**src/rtl/mem_bridge_pkg.sv**
```systemverilog
// Shared op encodings, bridge FSM states and access-classification helpers
// for the CPU-to-SRAM memory bridge.
package mem_bridge_pkg;

  localparam logic [3:0] MEM_NONE = 4'd0;
  localparam logic [3:0] MEM_LW   = 4'd1;
  localparam logic [3:0] MEM_LH   = 4'd2;
  localparam logic [3:0] MEM_LHU  = 4'd3;
  localparam logic [3:0] MEM_LB   = 4'd4;
  localparam logic [3:0] MEM_LBU  = 4'd5;
  localparam logic [3:0] MEM_SW   = 4'd6;
  localparam logic [3:0] MEM_SH   = 4'd7;
  localparam logic [3:0] MEM_SB   = 4'd8;

  typedef enum logic [2:0] {
    BRIDGE_IDLE = 3'd0,
    BRIDGE_IRD  = 3'd1,
    BRIDGE_DRD  = 3'd2,
    BRIDGE_DWR  = 3'd3,
    BRIDGE_GAP  = 3'd4
  } bridge_state_e;

  function automatic logic is_data_op(input logic [3:0] op);
    case (op)
      MEM_LW, MEM_LH, MEM_LHU, MEM_LB, MEM_LBU,
      MEM_SW, MEM_SH, MEM_SB: return 1'b1;
      default:                return 1'b0;
    endcase
  endfunction

  function automatic logic is_misaligned(input logic [3:0] op, input logic [1:0] lane);
    case (op)
      MEM_LW, MEM_SW:          return (lane != 2'b00);
      MEM_LH, MEM_LHU, MEM_SH: return lane[0];
      default:                 return 1'b0;
    endcase
  endfunction

  function automatic logic is_subword_store(input logic [3:0] op);
    return (op == MEM_SB) || (op == MEM_SH);
  endfunction

endpackage

```
**src/rtl/mem_lane_unit.sv**
```systemverilog
// Combinational lane logic: extracts/extends load lanes from an SRAM word and
// merges right-aligned sub-word store data into it (little-endian lanes).
module mem_lane_unit
  import mem_bridge_pkg::*;
(
  input  logic [3:0]  op_i,
  input  logic [1:0]  lane_i,
  input  logic [31:0] word_i,
  input  logic [15:0] wdata_i,
  output logic [31:0] load_o,
  output logic [31:0] merged_o
);

  logic [7:0]  w_byte;
  logic [15:0] w_half;

  always_comb begin
    w_byte = word_i[7:0];
    case (lane_i)
      2'd1:    w_byte = word_i[15:8];
      2'd2:    w_byte = word_i[23:16];
      2'd3:    w_byte = word_i[31:24];
      default: w_byte = word_i[7:0];
    endcase
    w_half = lane_i[1] ? word_i[31:16] : word_i[15:0];
  end

  always_comb begin
    load_o = word_i;
    case (op_i)
      MEM_LB:  load_o = {{24{w_byte[7]}}, w_byte};
      MEM_LBU: load_o = {24'd0, w_byte};
      MEM_LH:  load_o = {{16{w_half[15]}}, w_half};
      MEM_LHU: load_o = {16'd0, w_half};
      default: load_o = word_i;
    endcase
  end

  always_comb begin
    merged_o = word_i;
    if (op_i == MEM_SB) begin
      case (lane_i)
        2'd1:    merged_o[15:8]  = wdata_i[7:0];
        2'd2:    merged_o[23:16] = wdata_i[7:0];
        2'd3:    merged_o[31:24] = wdata_i[7:0];
        default: merged_o[7:0]   = wdata_i[7:0];
      endcase
    end else if (op_i == MEM_SH) begin
      if (lane_i[1]) merged_o[31:16] = wdata_i;
      else           merged_o[15:0]  = wdata_i;
    end
  end

endmodule

```
**src/rtl/mem_bridge.sv**
```systemverilog
// Arbitrates IF fetches against MEM data accesses onto a word-only SRAM
// controller; sub-word stores are done as read-modify-write.
module mem_bridge
  import mem_bridge_pkg::*;
(
  input  logic          clk50,
  input  logic          rst_n,
  input  logic          if_req_i,
  input  logic [31:0]   if_addr_i,
  output logic [31:0]   if_data_o,
  output logic          if_ready_o,
  input  logic [3:0]    mem_op_i,
  input  logic [31:0]   mem_addr_i,
  input  logic [31:0]   mem_wdata_i,
  output logic [31:0]   mem_rdata_o,
  output logic          mem_ready_o,
  output logic          mem_exc_o,
  output logic          stall_o,
  output logic [3:0]    ramOp_o,
  output logic [19:0]   ramAddr_o,
  output logic [31:0]   storeData_o,
  input  logic [31:0]   loadData_i,
  input  logic          success_i,
  output bridge_state_e dbg_state_o
);

  bridge_state_e r_state, w_state_nxt;
  logic [3:0]  r_ram_op,     w_ram_op_nxt;
  logic [19:0] r_ram_addr,   w_ram_addr_nxt;
  logic [31:0] r_store,      w_store_nxt;
  logic [3:0]  r_op,         w_op_nxt;
  logic [1:0]  r_lane,       w_lane_nxt;
  logic [15:0] r_wdata,      w_wdata_nxt;
  logic        r_owner_data, w_owner_data_nxt;
  logic        r_rmw,        w_rmw_nxt;
  logic        r_exc,        w_exc_nxt;
  logic        r_exc_wait,   w_exc_wait_nxt;
  logic [31:0] r_if_data,    w_if_data_nxt;
  logic [31:0] r_rdata,      w_rdata_nxt;

  logic [31:0] w_load;
  logic [31:0] w_merged;
  logic        w_gap_done;
  logic        w_unused;

  assign w_unused = ^{if_addr_i[31:22], if_addr_i[1:0], mem_addr_i[31:22]};

  mem_lane_unit u_lane (
    .op_i     (r_op),
    .lane_i   (r_lane),
    .word_i   (loadData_i),
    .wdata_i  (r_wdata),
    .load_o   (w_load),
    .merged_o (w_merged)
  );

  always_comb begin
    w_state_nxt      = r_state;
    w_ram_op_nxt     = r_ram_op;
    w_ram_addr_nxt   = r_ram_addr;
    w_store_nxt      = r_store;
    w_op_nxt         = r_op;
    w_lane_nxt       = r_lane;
    w_wdata_nxt      = r_wdata;
    w_owner_data_nxt = r_owner_data;
    w_rmw_nxt        = r_rmw;
    w_exc_nxt        = r_exc;
    w_exc_wait_nxt   = r_exc_wait;
    w_if_data_nxt    = r_if_data;
    w_rdata_nxt      = r_rdata;
    case (r_state)
      BRIDGE_IDLE: begin
        if (is_data_op(mem_op_i)) begin
          w_owner_data_nxt = 1'b1;
          w_op_nxt         = mem_op_i;
          w_lane_nxt       = mem_addr_i[1:0];
          w_wdata_nxt      = mem_wdata_i[15:0];
          if (is_misaligned(mem_op_i, mem_addr_i[1:0])) begin
            // Faults linger one extra GAP cycle so they complete two cycles after acceptance.
            w_exc_nxt      = 1'b1;
            w_exc_wait_nxt = 1'b1;
            w_state_nxt    = BRIDGE_GAP;
          end else if (mem_op_i == MEM_SW) begin
            w_exc_nxt      = 1'b0;
            w_ram_addr_nxt = mem_addr_i[21:2];
            w_store_nxt    = mem_wdata_i;
            w_ram_op_nxt   = MEM_SW;
            w_state_nxt    = BRIDGE_DWR;
          end else begin
            w_exc_nxt      = 1'b0;
            w_ram_addr_nxt = mem_addr_i[21:2];
            w_ram_op_nxt   = MEM_LW;
            w_state_nxt    = BRIDGE_DRD;
          end
        end else if (if_req_i) begin
          w_owner_data_nxt = 1'b0;
          w_exc_nxt        = 1'b0;
          w_ram_addr_nxt   = if_addr_i[21:2];
          w_ram_op_nxt     = MEM_LW;
          w_state_nxt      = BRIDGE_IRD;
        end
      end
      BRIDGE_IRD: begin
        if (success_i) begin
          w_if_data_nxt = loadData_i;
          w_ram_op_nxt  = MEM_NONE;
          w_state_nxt   = BRIDGE_GAP;
        end
      end
      BRIDGE_DRD: begin
        if (success_i) begin
          if (is_subword_store(r_op)) begin
            w_store_nxt = w_merged;
            w_rmw_nxt   = 1'b1;
          end else begin
            w_rdata_nxt = w_load;
          end
          w_ram_op_nxt = MEM_NONE;
          w_state_nxt  = BRIDGE_GAP;
        end
      end
      BRIDGE_DWR: begin
        if (success_i) begin
          w_ram_op_nxt = MEM_NONE;
          w_state_nxt  = BRIDGE_GAP;
        end
      end
      BRIDGE_GAP: begin
        if (r_exc_wait) begin
          w_exc_wait_nxt = 1'b0;
        end else if (r_rmw) begin
          w_rmw_nxt    = 1'b0;
          w_ram_op_nxt = MEM_SW;
          w_state_nxt  = BRIDGE_DWR;
        end else begin
          w_state_nxt = BRIDGE_IDLE;
        end
      end
      default: w_state_nxt = BRIDGE_IDLE;
    endcase
  end

  always_ff @(posedge clk50 or negedge rst_n) begin
    if (!rst_n) begin
      r_state      <= BRIDGE_IDLE;
      r_ram_op     <= MEM_NONE;
      r_ram_addr   <= '0;
      r_store      <= '0;
      r_op         <= MEM_NONE;
      r_lane       <= '0;
      r_wdata      <= '0;
      r_owner_data <= 1'b0;
      r_rmw        <= 1'b0;
      r_exc        <= 1'b0;
      r_exc_wait   <= 1'b0;
      r_if_data    <= '0;
      r_rdata      <= '0;
    end else begin
      r_state      <= w_state_nxt;
      r_ram_op     <= w_ram_op_nxt;
      r_ram_addr   <= w_ram_addr_nxt;
      r_store      <= w_store_nxt;
      r_op         <= w_op_nxt;
      r_lane       <= w_lane_nxt;
      r_wdata      <= w_wdata_nxt;
      r_owner_data <= w_owner_data_nxt;
      r_rmw        <= w_rmw_nxt;
      r_exc        <= w_exc_nxt;
      r_exc_wait   <= w_exc_wait_nxt;
      r_if_data    <= w_if_data_nxt;
      r_rdata      <= w_rdata_nxt;
    end
  end

  // Handshake: each request is held until its ready pulses for exactly one cycle in GAP.
  assign w_gap_done  = (r_state == BRIDGE_GAP) && !r_rmw && !r_exc_wait;
  assign if_ready_o  = w_gap_done && !r_owner_data;
  assign mem_ready_o = w_gap_done && r_owner_data;
  assign mem_exc_o   = mem_ready_o && r_exc;
  assign stall_o     = ((mem_op_i != MEM_NONE) && !mem_ready_o) || (if_req_i && !if_ready_o);

  assign if_data_o   = r_if_data;
  assign mem_rdata_o = r_rdata;
  assign ramOp_o     = r_ram_op;
  assign ramAddr_o   = r_ram_addr;
  assign storeData_o = r_store;
  assign dbg_state_o = r_state;

endmodule
```
**config.mk**
```make
export PLATFORM = sky130hd
export DESIGN_NAME = mem_bridge
export DESIGN_NICKNAME = d
export VERILOG_FILES = /design/src/rtl/mem_bridge_pkg.sv /design/src/rtl/mem_lane_unit.sv /design/src/rtl/mem_bridge.sv
export SDC_FILE = /design/constraint.sdc
export NUM_CORES = 1
export LEC_CHECK = 0
export CAP_MARGIN = 0
export CORE_ASPECT_RATIO = 1.25
export CORE_UTILIZATION = 46
export CTS_CLUSTER_SIZE = 14
export DETAILED_ROUTE_END_ITERATION = 10
export PLACE_DENSITY = 0.81
export SYNTH_ARGS = -nofsm -noshare
export SYNTH_HDL_FRONTEND = slang
export SYNTH_SLANG_ARGS = --single-unit
export TNS_END_PERCENT = 5
```
**constraint.sdc**
```tcl
create_clock -name clk50 -period 3 [get_ports clk50]
set_clock_uncertainty 0.2 [all_clocks]
set_input_delay 0.9 -clock clk50 [delete_from_list [all_inputs] [get_ports clk50]]
set_output_delay 0.9 -clock clk50 [all_outputs]
set_load 0.1 [all_outputs]
```
==> impl_results.md <==
* Synth area leader: dfrtp_1
* Die width at 117 µm
* Grt total ovfl at 0
* Top FF cell, synth: dfrtp_1
* DRC at 0
* FF+latch area at 0.00369 mm²
* First-pass GRT wire length at between 30 and 40 mm
* RR Startpoint: r_op[0]
* Crit path capture type: output port
* Drt pass-1 iters at 7
* Synth area leaders: dfrtp_1 48%, mux2_2 14%, a31oi_1 2.6%, or3_1 2.6%, mux4_2 2.4%
* Area grow syn2layout at 44.9%
* Fin nets at 1,090
* Row count at 52
* Syn Inst Count at 679
* CTS tree: yes
* RSZ-0062 raised after global routing: no
* Ant diodes at 0
* Syn Area/Cell at 11.2 µm²
* Clock Latency Late Sink at 0.43 ns
* Placed Cells at 1,148
* Minimum clock period at 2.94 ns
* Worst path arrival time at approximately 1.8 ns
* Hold WS at 0.212 ns
* DRT iter0 DRCs at roughly 740
* Worst slew margin at 42.3%
* Critical Path RT at around 1.9 ns
* Post-synthesis cell area at 0.00760 mm²
* Die Y at around 150 µm
* Total number of vias at between 7,000 and 8,000
* Synth Warn # at 0
* Core area at 0.0162 mm²
* Mapped Nets at ~800
* Detailed Route WL at around 25 mm
* Crit Path Max Fanout at 6
* CTS H-Tree Depth at 4
* Boundary pin count at 263
* Multi-input gate area at 0.00364 mm²
* HP Class: in2async
* Antenna viol nets, final at 0
* CTS root buf: clkbuf_16
* Seq/Total Area, Yosys at 48.4%
* Crit Path Category: reg2out
* Initial antenna violation count at 0
* Clk sinks at 147
* Type of origin of the critical path: register
* Top post-synthesis cells by count: 147 x dfrtp_1, 95 x mux2_2, 44 x nand2_1, 39 x nor2_1
* Gr usage total at 30.4%
* Fill count at between 1,000 and 1,500
* Via density at 6.01
* Final Hold Viols at 0
* FF+latch count, synth at about 150
* Post-synth cell types at 66
* Largest net degree at the start of global routing at 51
* R2R Setup Slk at 0.36 ns
* # Max-Cap Violations at 0
* Clock buffer depth at 2
* Final Max Slew Viols at 0
* Status: finished clean
* Drt wl/cell at 21.5 µm
* GP Congestion at 0.870
* Yosys top cell area share at about half
* Number of global-route vias before repair at 6,993
* R2R depth at 4
* Final setup violating endpoints at 0
* Reg clk slew, reported paths at 0.06 ns
* Num CTS Buffers at 17
* Port bufs at roughly 240
* Initial core utilization at 46.9%
* Die ar. at about 0.017 mm²
* RR Endpoint: storeData_o[14]
* Slew @ Worst Pin at roughly 0.87 ns
* Post-DP HPWL at 18.6 mm
* Fmax at 0.341 GHz
* Non-Filler Instances at 1,183
* Post-synth EDFFs at 0
* Async SR Flop Fraction at 100%
* Part of the cycle the worst path needs at just under 100%
* Share of layout cells above drive strength 1 at 37.0%
* Most common cell in the netlist: dfrtp_1
cell type report:
type                            count  area share [%]
Tap cell                          216            2.46
Inverter                            8           0.273
Clock inverter                     14            1.34
Timing Repair Buffer              314            25.4
Sequential cell                   147            33.5
Multi-Input combinational cell    466            33.1
Clock buffer                       18            3.90
how the worst max path moves through the flow:
stage	from	to	slack, ns	cells after the start
finish	dbg_state_o[1]	stall_o	0.06	5
global route	dbg_state_o[1]	stall_o	0.001	5
CTS	dbg_state_o[1]	stall_o	0.02	5
detailed placement	mem_op_i[0]	ramAddr_o[19]	-0.15	7
global placement	mem_op_i[0]	ramAddr_o[19]	-0.12	7
floorplan	dbg_state_o[1]	stall_o	-0.87	6
worst max-delay path: stages, from the launching register on:
cell	delay, ns
dfrtp_4	0.50
or2_4	0.28
nor3_4	0.17
and2_4	0.19
a22oi_2	0.09
buf_12	0.17
registers in the layout (all words and copies together), names as in the netlist, 3 cells and up:
signal,flops
ramAddr_o,20
r_op,4
r_wdata,16
storeData_o,32
if_data_o,32
mem_rdata_o,32
dbg_state_o,3
cell families after synthesis:
logic type      after synthesis  share of synthesized area [%]
compound gates              145                           14.6
xor+xnor                      1                          0.115
buf+inv                      66                           4.37
flops                       147                           48.4
mux                         120                           18.7
other cells                   1                         0.0494
simple gates                199                           13.8
placed cells by master, fill, tap and decap left out, types with 5 or more instances in the layout:
cell type          n
buf_4            188
dfrtp_1          144
clkdlybuf4s50_1  107
mux2_2            95
nand2_1           44
nor2_1            38
a31oi_1           32
nand3_1           32
or3_1             31
o211ai_1          20
mux2i_1           17
a21oi_1           17
clkbuf_16         17
o2111ai_1         16
nor3_1            16
buf_12            13
a22o_1            10
mux4_2             8
inv_1              7
a22oi_1            7
a2bb2oi_1          7
a222oi_1           7
nand2b_1           6
o21ai_0            6
clkinv_4           5
dlygate4sd2_1      5
metrics by stage:
| step | area [µm²] | utilization (%) | TNS, ns | setup slack [ns] |
|---|---|---|---|---|
| after floorplan | 7650 | - | -1.45 | -0.871 |
| after global placement | 10400 | 64.2 | -4.82 | -0.124 |
| after detailed placement | 10400 | 64.2 | -6.73 | -0.145 |
| after CTS | 11000 | 67.9 | 0 | 0.0199 |
| after global routing | 11000 | 67.9 | 0 | 0.00116 |
| final | 11000 | 67.9 | 0 | 0.0636 |
layer usage:
layer | global-route usage (%) | up-vias | part of all wire, %
met5 | 0 | - | 0
met4 | 18.9 | 0 | 6.1
met3 | 8.58 | 95 | 9.6
met2 | 47.3 | 440 | 47
met1 | 37.0 | 3452 | 37
li1 | - | 3119 | -
repair_timing:
action                                  CTS  global route
hold endpoints to repair                  0             0
hold buffers                              0             0
resized for setup                         7             2
endpoints found under the setup margin    3             1
pin swaps                                 3             1
setup buffers                             3             0
cloned                                    0             0
Power is not shown: default switching activity piles up to over one toggle a cycle in this logic, so the estimate is an artifact.
